<file path="src/rtl/movseg_scanner.sv">
// rtl/movseg_scanner.sv - moving seven-segment digit scanner with debounced step buttons, wrap/bounce ends, auto-scroll and tick divider; optional blink via MOVSEG_BLINK_EN
module movseg_scanner #(
  parameter int NUM_DIGITS     = 4,
  parameter int TICK_DIV       = 50000,
  parameter int DEBOUNCE_TICKS = 4,
  parameter int AUTO_TICKS     = 250,
  parameter int BLINK_TICKS    = 125,
  localparam int POS_W         = $clog2(NUM_DIGITS)
) (
  input  logic                  clk0,
  input  logic                  rst,
  input  logic                  btn_next,
  input  logic                  btn_prev,
  input  logic                  auto_en,
  input  logic                  bounce,
  input  logic [3:0]            nibble,
  output logic [6:0]            seg,
  output logic [NUM_DIGITS-1:0] an,
  output logic [POS_W-1:0]      pos,
  output logic                  tick
);

  localparam int DIV_W = $clog2(TICK_DIV);
  localparam int DB_W  = $clog2(DEBOUNCE_TICKS + 1);
  localparam int AC_W  = $clog2(AUTO_TICKS + 1);

  localparam logic [DIV_W-1:0] DIV_LAST  = DIV_W'(TICK_DIV - 1);
  localparam logic [DB_W-1:0]  DB_LAST   = DB_W'(DEBOUNCE_TICKS - 1);
  localparam logic [AC_W-1:0]  AUTO_LAST = AC_W'(AUTO_TICKS - 1);
  localparam logic [POS_W-1:0] POS_LAST  = POS_W'(NUM_DIGITS - 1);
  localparam logic [POS_W-1:0] POS_ZERO  = '0;
  localparam logic [POS_W-1:0] POS_ONE   = POS_W'(1);

  // Reject parameter values the counters cannot represent.
  if (NUM_DIGITS < 2 || NUM_DIGITS > 16) begin : g_bad_num_digits
    $error("movseg_scanner: NUM_DIGITS out of range 2..16");
  end
  if (TICK_DIV < 2) begin : g_bad_tick_div
    $error("movseg_scanner: TICK_DIV must be >= 2");
  end
  if (DEBOUNCE_TICKS < 1) begin : g_bad_debounce
    $error("movseg_scanner: DEBOUNCE_TICKS must be >= 1");
  end
  if (AUTO_TICKS < 1) begin : g_bad_auto
    $error("movseg_scanner: AUTO_TICKS must be >= 1");
  end
  if (BLINK_TICKS < 1) begin : g_bad_blink
    $error("movseg_scanner: BLINK_TICKS must be >= 1");
  end

  typedef enum logic [1:0] {
    MANUAL    = 2'd0,
    AUTO_UP   = 2'd1,
    AUTO_DOWN = 2'd2
  } state_t;

  state_t                     state;
  logic [DIV_W-1:0]           div;
  logic [1:0]                 btn_raw;
  logic [1:0]                 btn_lvl;
  logic [1:0][DB_W-1:0]       btn_cnt;
  logic [1:0]                 rise;
  logic                       step_n;
  logic                       step_p;
  logic [AC_W-1:0]            acnt;
  logic [POS_W-1:0]           pos_up;
  logic [POS_W-1:0]           pos_dn;
  logic                       an_blank;

  // Active-low hex glyphs, bit order {a,b,c,d,e,f,g}.
  function automatic logic [6:0] hex7(input logic [3:0] v);
    case (v)
      4'h0: hex7 = 7'b0000001;
      4'h1: hex7 = 7'b1001111;
      4'h2: hex7 = 7'b0010010;
      4'h3: hex7 = 7'b0000110;
      4'h4: hex7 = 7'b1001100;
      4'h5: hex7 = 7'b0100100;
      4'h6: hex7 = 7'b0100000;
      4'h7: hex7 = 7'b0001111;
      4'h8: hex7 = 7'b0000000;
      4'h9: hex7 = 7'b0000100;
      4'hA: hex7 = 7'b0001000;
      4'hB: hex7 = 7'b1100000;
      4'hC: hex7 = 7'b0110001;
      4'hD: hex7 = 7'b1000010;
      4'hE: hex7 = 7'b0110000;
      default: hex7 = 7'b0111000;
    endcase
  endfunction

  // Tick divider: free-running 0..TICK_DIV-1.
  always_ff @(posedge clk0) begin
    if (!rst) begin
      div <= '0;
    end else if (div == DIV_LAST) begin
      div <= '0;
    end else begin
      div <= div + DIV_W'(1);
    end
  end

  assign tick    = (div == DIV_LAST);
  assign btn_raw = {btn_prev, btn_next};

  // Press pulse fires in the cycle whose tick completes a 0->1 debounce flip.
  always_comb begin
    rise = '0;
    for (int i = 0; i < 2; i++) begin
      rise[i] = tick && (btn_raw[i] != btn_lvl[i]) && (btn_cnt[i] == DB_LAST) && !btn_lvl[i];
    end
  end

  assign step_n = rise[0];
  assign step_p = rise[1];

  // Per-button debounce, sampled only on tick.
  always_ff @(posedge clk0) begin
    if (!rst) begin
      btn_lvl <= '0;
      btn_cnt <= '0;
    end else if (tick) begin
      for (int i = 0; i < 2; i++) begin
        if (btn_raw[i] != btn_lvl[i]) begin
          if (btn_cnt[i] == DB_LAST) begin
            btn_lvl[i] <= ~btn_lvl[i];
            btn_cnt[i] <= '0;
          end else begin
            btn_cnt[i] <= btn_cnt[i] + DB_W'(1);
          end
        end else begin
          btn_cnt[i] <= '0;
        end
      end
    end
  end

  // Wrapping neighbours of the current position.
  always_comb begin
    pos_up = (pos == POS_LAST) ? POS_ZERO : pos + POS_ONE;
    pos_dn = (pos == POS_ZERO) ? POS_LAST : pos - POS_ONE;
  end

  // Position FSM; direction is implied by the state (DOWN only in AUTO_DOWN).
  always_ff @(posedge clk0) begin
    if (!rst) begin
      state <= MANUAL;
      pos   <= '0;
      acnt  <= '0;
    end else begin
      case (state)
        MANUAL: begin
          if (auto_en) begin
            state <= AUTO_UP;
            acnt  <= '0;
          end else if (step_n && !step_p) begin
            if (!(bounce && pos == POS_LAST)) pos <= pos_up;
          end else if (step_p && !step_n) begin
            if (!(bounce && pos == POS_ZERO)) pos <= pos_dn;
          end
        end
        AUTO_UP, AUTO_DOWN: begin
          if (!auto_en) begin
            state <= MANUAL;
            acnt  <= '0;
          end else if (step_n != step_p) begin
            state <= step_n ? AUTO_UP : AUTO_DOWN;
            acnt  <= '0;
          end else if (tick) begin
            if (acnt == AUTO_LAST) begin
              acnt <= '0;
              if (!bounce) begin
                pos <= (state == AUTO_UP) ? pos_up : pos_dn;
              end else if (state == AUTO_UP) begin
                // Already parked at the top (bounce enabled late): turn around now.
                if (pos == POS_LAST) begin
                  pos   <= pos_dn;
                  state <= AUTO_DOWN;
                end else begin
                  pos <= pos_up;
                  if (pos_up == POS_LAST) state <= AUTO_DOWN;
                end
              end else begin
                if (pos == POS_ZERO) begin
                  pos   <= pos_up;
                  state <= AUTO_UP;
                end else begin
                  pos <= pos_dn;
                  if (pos_dn == POS_ZERO) state <= AUTO_UP;
                end
              end
            end else begin
              acnt <= acnt + AC_W'(1);
            end
          end
        end
        default: begin
          state <= MANUAL;
          acnt  <= '0;
        end
      endcase
    end
  end

`ifdef MOVSEG_BLINK_EN
  localparam int BL_W = $clog2(BLINK_TICKS + 1);
  localparam logic [BL_W-1:0] BLINK_LAST = BL_W'(BLINK_TICKS - 1);

  logic [BL_W-1:0]  bcnt;
  logic             phase;
  logic [POS_W-1:0] pos_q;
  logic             moved;

  assign moved = (pos != pos_q);

  // Blink phase; any move restarts the lit half so the new digit shows at once.
  always_ff @(posedge clk0) begin
    if (!rst) begin
      bcnt  <= '0;
      phase <= 1'b0;
      pos_q <= '0;
    end else begin
      pos_q <= pos;
      if (moved) begin
        bcnt  <= '0;
        phase <= 1'b0;
      end else if (tick) begin
        if (bcnt == BLINK_LAST) begin
          bcnt  <= '0;
          phase <= ~phase;
        end else begin
          bcnt <= bcnt + BL_W'(1);
        end
      end
    end
  end

  assign an_blank = phase && !moved;
`else
  assign an_blank = 1'b0;
`endif

  // Registered display drive, one cycle behind pos.
  always_ff @(posedge clk0) begin
    if (!rst) begin
      an  <= '1;
      seg <= 7'h7F;
    end else begin
      an  <= an_blank ? '1 : ~(NUM_DIGITS'(1) << pos);
      seg <= hex7(nibble);
    end
  end

endmodule

</file>
<file path="config.mk">
export PLATFORM = sky130hd
export DESIGN_NAME = movseg_scanner
export DESIGN_NICKNAME = d
export VERILOG_FILES = /design/src/rtl/movseg_scanner.sv
export SDC_FILE = /design/constraint.sdc
export NUM_CORES = 1
export LEC_CHECK = 0
export ABC_AREA = 1
export CAP_MARGIN = 20
export CORE_ASPECT_RATIO = 1.1
export CORE_MARGIN = 8
export CORE_UTILIZATION = 37
export DETAILED_ROUTE_END_ITERATION = 6
export HOLD_SLACK_MARGIN = 0.06
export PLACE_DENSITY = 0.61
export RECOVER_POWER = 25
export SLEW_MARGIN = 10
export SYNTH_ARGS = -nofsm -noshare
export SYNTH_HDL_FRONTEND = slang
export SYNTH_SLANG_ARGS = --single-unit
</file>
<file path="constraint.sdc">
create_clock -name clk0 -period 2.58 [get_ports clk0]
set_clock_uncertainty 0.05 [all_clocks]
set_input_delay 0.645 -clock clk0 [delete_from_list [all_inputs] [get_ports clk0]]
set_output_delay 0.645 -clock clk0 [all_outputs]
set_load 0.005 [all_outputs]
</file>
### After elaboration in Yosys (flattened, before gate mapping)

Memories as Yosys holds them, arrays and structs flattened. A register that Yosys moved wholly into a read port is not among the register bits.
Cells that the tools add are included.

* logic and storage cells: 112
* bits of input ports: 10
* register bits after elaboration: 40
* memories: 1
* output and inout bits: 14
* ROM bits: 112

Memory list
* (name not given): depth 16, bits a word 7, read ports 1, clocked after Yosys merged registers in 1, write ports 0, line 72 `case (v)`

* equal/unequal tests: 25
* reduce and logical (&&, ||, !) cells: 26
* add/subtract/negate cells: 6
* multiplexer cells: 40
* bitwise gates (word level): 4
* shift operators: 1

Operators by type and width (number)
* $mux W2: 28
* $mux W8: 5
* $add A16 B1 Y16 const B: 1
* $eq A16 B16 Y1 const B: 1
* $pmux W8 S2: 1
* $mux W3: 4
* $ne A2 B2 Y1 const B: 6
* $ne A4 B4 Y1 const B: 3
* $ne A6 B6 Y1 const B: 2
* $logic_and A1 B1 Y1: 10
* $ne A3 B3 Y1 const B: 3
* $reduce_and A9 Y1: 1
* $add A8 B1 Y8 const B: 1
* $eq A8 B8 Y1 const B: 1
* $pmux W2 S2: 2
* $add A3 B1 Y3 const B: 2
* $eq A2 B2 Y1 const B: 3
* $eq A3 B2 Y1 const B: 2
* $logic_not A2 Y1: 3
* $reduce_and A3 Y1: 2
* $reduce_and A6 Y1: 1
* $logic_not A1 Y1: 5
* $not A4 Y4: 1
* $reduce_or A2 Y1: 2
* other kinds (8): 12

### Depth between registers and ports, before layout

* word-level depth: 12
* mapped depth: 15
* depth with buffers taken out: 15

### Least setup slack after synthesis

OpenSTA, ideal clock, no wires.

* path kind: register -> register
* start: register div[0]
* end: register acnt[7]
* buffers on the path: 0
* required time: 2414 ps
* setup time: 116 ps
* setup slack: 775 ps
* cell stages (with the launch flop): 11
* data arrival time: 1639 ps
* period minus slack after synthesis: 1805 ps
* cells stage by stage: dfxtp_1 > ha_1 > nand3_1 > nor2_2 > nand2_4 > a21oi_4 > nand2_4 > nor3_2 > nand2_1 > xor2_1 > nor2_2

* cells in the longest elaborated chain, start to end: 8
* elaborated cells on any way between the ends: 13

Ends and longest elaborated chain
* from (decl): line 58 `logic [DIV_W-1:0] div;`
* from (signal assigned): line 99 `div <= div + DIV_W'(1);`
* $eq A16 B16 Y1 (*): line 103 `assign tick = (div == DIV_LAST);`
* $logic_and A1 B1 Y1 (3 in series): line 110 `rise[i] = tick && (btn_raw[i] != btn_lvl[i]) && (btn_cnt[i] == DB_LAST) && !btn_lvl[i];`
* $ne A1 B1 Y1: line 166 `end else if (step_n != step_p) begin`
* $mux W8: line 166
* $mux W8: line 163 `if (!auto_en) begin`
* $pmux W8 S2: line 151 `case (state)`
* to (signal assigned): line 193 `acnt <= acnt + AC_W'(1);`
* to (decl): line 65 `logic [AC_W-1:0] acnt;`

Mark *: on every way between the ends. The rest lies on a longest branch, timed or not.
A chain may end at the register's enable or synchronous reset.

==> metrics.cfg <==
[global_route]
grtUsageTotal_pct = 11.86
antenna_found_initial = 0
grt_pass1_vias = 2230
grt_pass1_wl_um = 9846
grt.overflow.total = 0
grt_max_degree = 19

[floorplanning]
dieArea_um2 = 10100
die_width_um = 96.56
row_count = 32
fp.dieH_um = 104.6
ioPinCount = 24
start_util_pct = 37.91
design.core.area_um2 = 6967

[clocking]
clk_pin_slew_ns = 0.09
htreeDepth = 2
clkLatencyLatePin_ns = 0.30
clockBufferDepth = 2
cts_buffers = 5
cts_tree = done
post_cts_buffers = 0
clock-root-buffer = clkbuf_8
numClockSinks = 47
holdBufCountCts = 0

[critical_path]
cp.arrival_ns = 2.42
rrSetupSlack_ns = 0.51
cp_num_cells = 4
path_cells = dlygate4sd3_1 -> clkbuf_1 -> nand2_2 -> nor3b_1
crit_type = input pin to flop
startpoint = rst
reg2reg_depth = 11
r2r_end = acnt[5]$_SDFFE_PN0P_
setup.worst_path.end_class = flop
path_delay_family = buffers and inverters
endpoint = acnt[5]$_SDFFE_PN0P_
slowest_delay_ns = 0.67
start_kind = input pin
worst_ep_required_time_ns = 2.75
r2r-start = div[0]$_SDFF_PP0_
cp_max_fo = 18
cp_num_buf_inv = 2
crit_path_top_delay_cell = clkbuf_1

[power]
pwr-share-clk_pct = 24.8
switching_share_pct = 34.14
p_total_mw = 1.940
internal-power_mw = 1.278
ir_drop_v = 0.0004400
seqPwrFrac_pct = 42.4
p_switching_mw = 0.6624
combPwrFrac_pct = 32.8
power_leakage_nw = 1.315
power_density_nw_per_um2 = 626.9

[timing]
hold_violations = 0
fin_tns_setup_ns = 0
rsz0062_at_grt = no
finalSetupViolCount = 0
tightest_slew_ns = 0.8817
fin_crit_ns = 2.246
finalMaxSlewViolations = 0
finalCritPeriodShare_pct = 87.07
max_freq_mhz = 445.2
max-slew-margin-rel_pct = 41.22

[cells_and_area]
synthToLayoutAreaGrowth_pct = 17.20
mostFrequentLayoutCells = nand2_1, nor2_1, inv_1, dfxtp_1, o21ai_0
fin_util_pct = 44.43
finalInstanceArea_um2 = 3095
num_antenna_cells = 0
nNetsFinal = 420
layout-drive-gt1-share_pct = 11.54
n_fill_cell = 719
final_common_cell = nand2_1

[placement]
gp_congestion = 0.8642
portBuffers = 23
place_area_um2 = 2985
dp_hpwl_um = 4204

[status]
status = finished, final reports clean

[logic_synthesis]
synthCells = 360
syn_avg_cell_area_um2 = 7.337
synth-warning-count = 0
synth-seq-cells = 47
syn_nets = 391
syn-cell-area_um2 = 2641
seq_area_frac_synth_pct = 35.62
yosysUniqueCellTypes = 35

[route]
dr.pass1.iters = 4
avgViaCountPerCell = 4.794
vias = 2277
ant_nets = 0
initialDrtViolationCount = 73
routed_wl_um = 5378
drc = 0
wire_per_inst_um = 11.32

[flow_run]
cap_violations = 0

[min_path]
hold_path_class = flop to flop
min_from = div[0]$_SDFF_PP0_

per-layer routing:
layer / share of wire [%] / track usage, % / wire, um / vias up
met4: 0.95 / 4.767 / 51 / 0
met5: 0 / 0 / 0 / -
met2: 48 / 18.68 / 2601 / 20
met1: 48 / 14.85 / 2570 / 1034
li1: - / - / - / 1219
met3: 2.9 / 3.078 / 155 / 4
power by group through the flow:
stage | clock network [mW] | logic [mW] | registers [mW]
global route | 0.535 | 0.734 | 0.832
global placement | 0 | 0.635 | 0.839
detailed placement | 0 | 0.639 | 0.841
floorplan | 0 | 0.456 | 0.837
CTS | 0.503 | 0.642 | 0.824
finish | 0.481 | 0.637 | 0.823
how the worst min path moves through the flow:
stage               cells past startpoint                 to
finish                                  1  div[0]$_SDFF_PP0_
global route                            1  div[0]$_SDFF_PP0_
CTS                                     1  div[0]$_SDFF_PP0_
detailed placement                      1  div[0]$_SDFF_PP0_
global placement                        1  div[0]$_SDFF_PP0_
floorplan                               1  div[0]$_SDFF_PP0_
worst register-to-register path, delay by kind of cell, from the launching register on:
kind / cells / cell delay, ns
adder cells (fa/ha/maj): 1 / 0.20
AND/OR/NAND/NOR: 10 / 1.40
flip-flops: 1 / 0.35
Yosys cell counts:
cell / count / area [um^2]
nand3_2: 2 / 20.02
inv_1: 47 / 176.4
dfxtp_1: 47 / 940.9
o31ai_1: 1 / 7.510
or2_2: 1 / 6.260
clkbuf_1: 4 / 15.01
clkinv_1: 1 / 3.750
nand2_4: 2 / 22.52
a2111oi_1: 1 / 10.01
o21ai_2: 1 / 8.760
o2111ai_1: 2 / 17.52
nand4_1: 9 / 56.30
nor3_1: 5 / 25.02
a21oi_1: 16 / 80.08
inv_2: 4 / 15.01
o221ai_1: 1 / 8.760
xor2_1: 5 / 43.79
a31oi_1: 3 / 18.77
a21oi_4: 1 / 16.27
nor2_1: 47 / 176.4
nand2_2: 6 / 37.54
nand3_1: 14 / 70.07
nor2_2: 7 / 43.79
a32o_1: 1 / 10.01
nor3b_2: 1 / 12.51
nand4_2: 1 / 12.51
a211oi_1: 3 / 22.52
nor2_4: 3 / 33.78
buf_4: 1 / 7.510
o21a_1: 2 / 15.01
ha_1: 21 / 262.8
nand2_1: 69 / 259.0
nor3_2: 3 / 30.03
nor3b_1: 6 / 45.04
o21ai_0: 22 / 110.1
cell type report:
| class | count | area (um^2) | share of cell area, % |
|---|---|---|---|
| clock buffers | 8 | 100.1 | 3.234 |
| inverters | 52 | 195.2 | 6.306 |
| multi-input cells | 256 | 1495 | 48.30 |
| flip-flops and latches | 47 | 943.4 | 30.48 |
| well taps | 85 | 106.4 | 3.436 |
| repair buffers | 27 | 255.2 | 8.246 |
flip-flops by register name (all words and copies together) (netlist names):
signal and flops:
acnt 8, btn_lvl 2, btn_cnt 6, state 2, pos 2, seg 7
div 16, an 4
kinds of logic after synthesis:
group	after synthesis	synth area share, %
AO/OA/AOI/OAI	54	12.32
XOR/XNOR	5	1.658
adder cells (fa/ha/maj)	21	9.948
buffers and inverters	57	8.242
flip-flops	47	35.62
AND/OR/NAND/NOR	176	32.21
metrics by stage:
step | setup WS [ns] | hold WS, ns | cells
floorplan | 0.7747 | 0.3675 | 360
global placement | 0.1364 | 0.3821 | 467
detailed placement | 0.08828 | 0.3908 | 467
CTS | 0.01602 | 0.4072 | 475
global route | 0.1204 | 0.4054 | 475
finish | 0.3336 | 0.3724 | 475
repair_timing:
action                                  CTS  global route
gates resized for setup                   1             5
gates cloned                              0             0
endpoints found under the setup margin    1             1
pin swaps                                 1             0
Power figures use the tool's default switching activity.
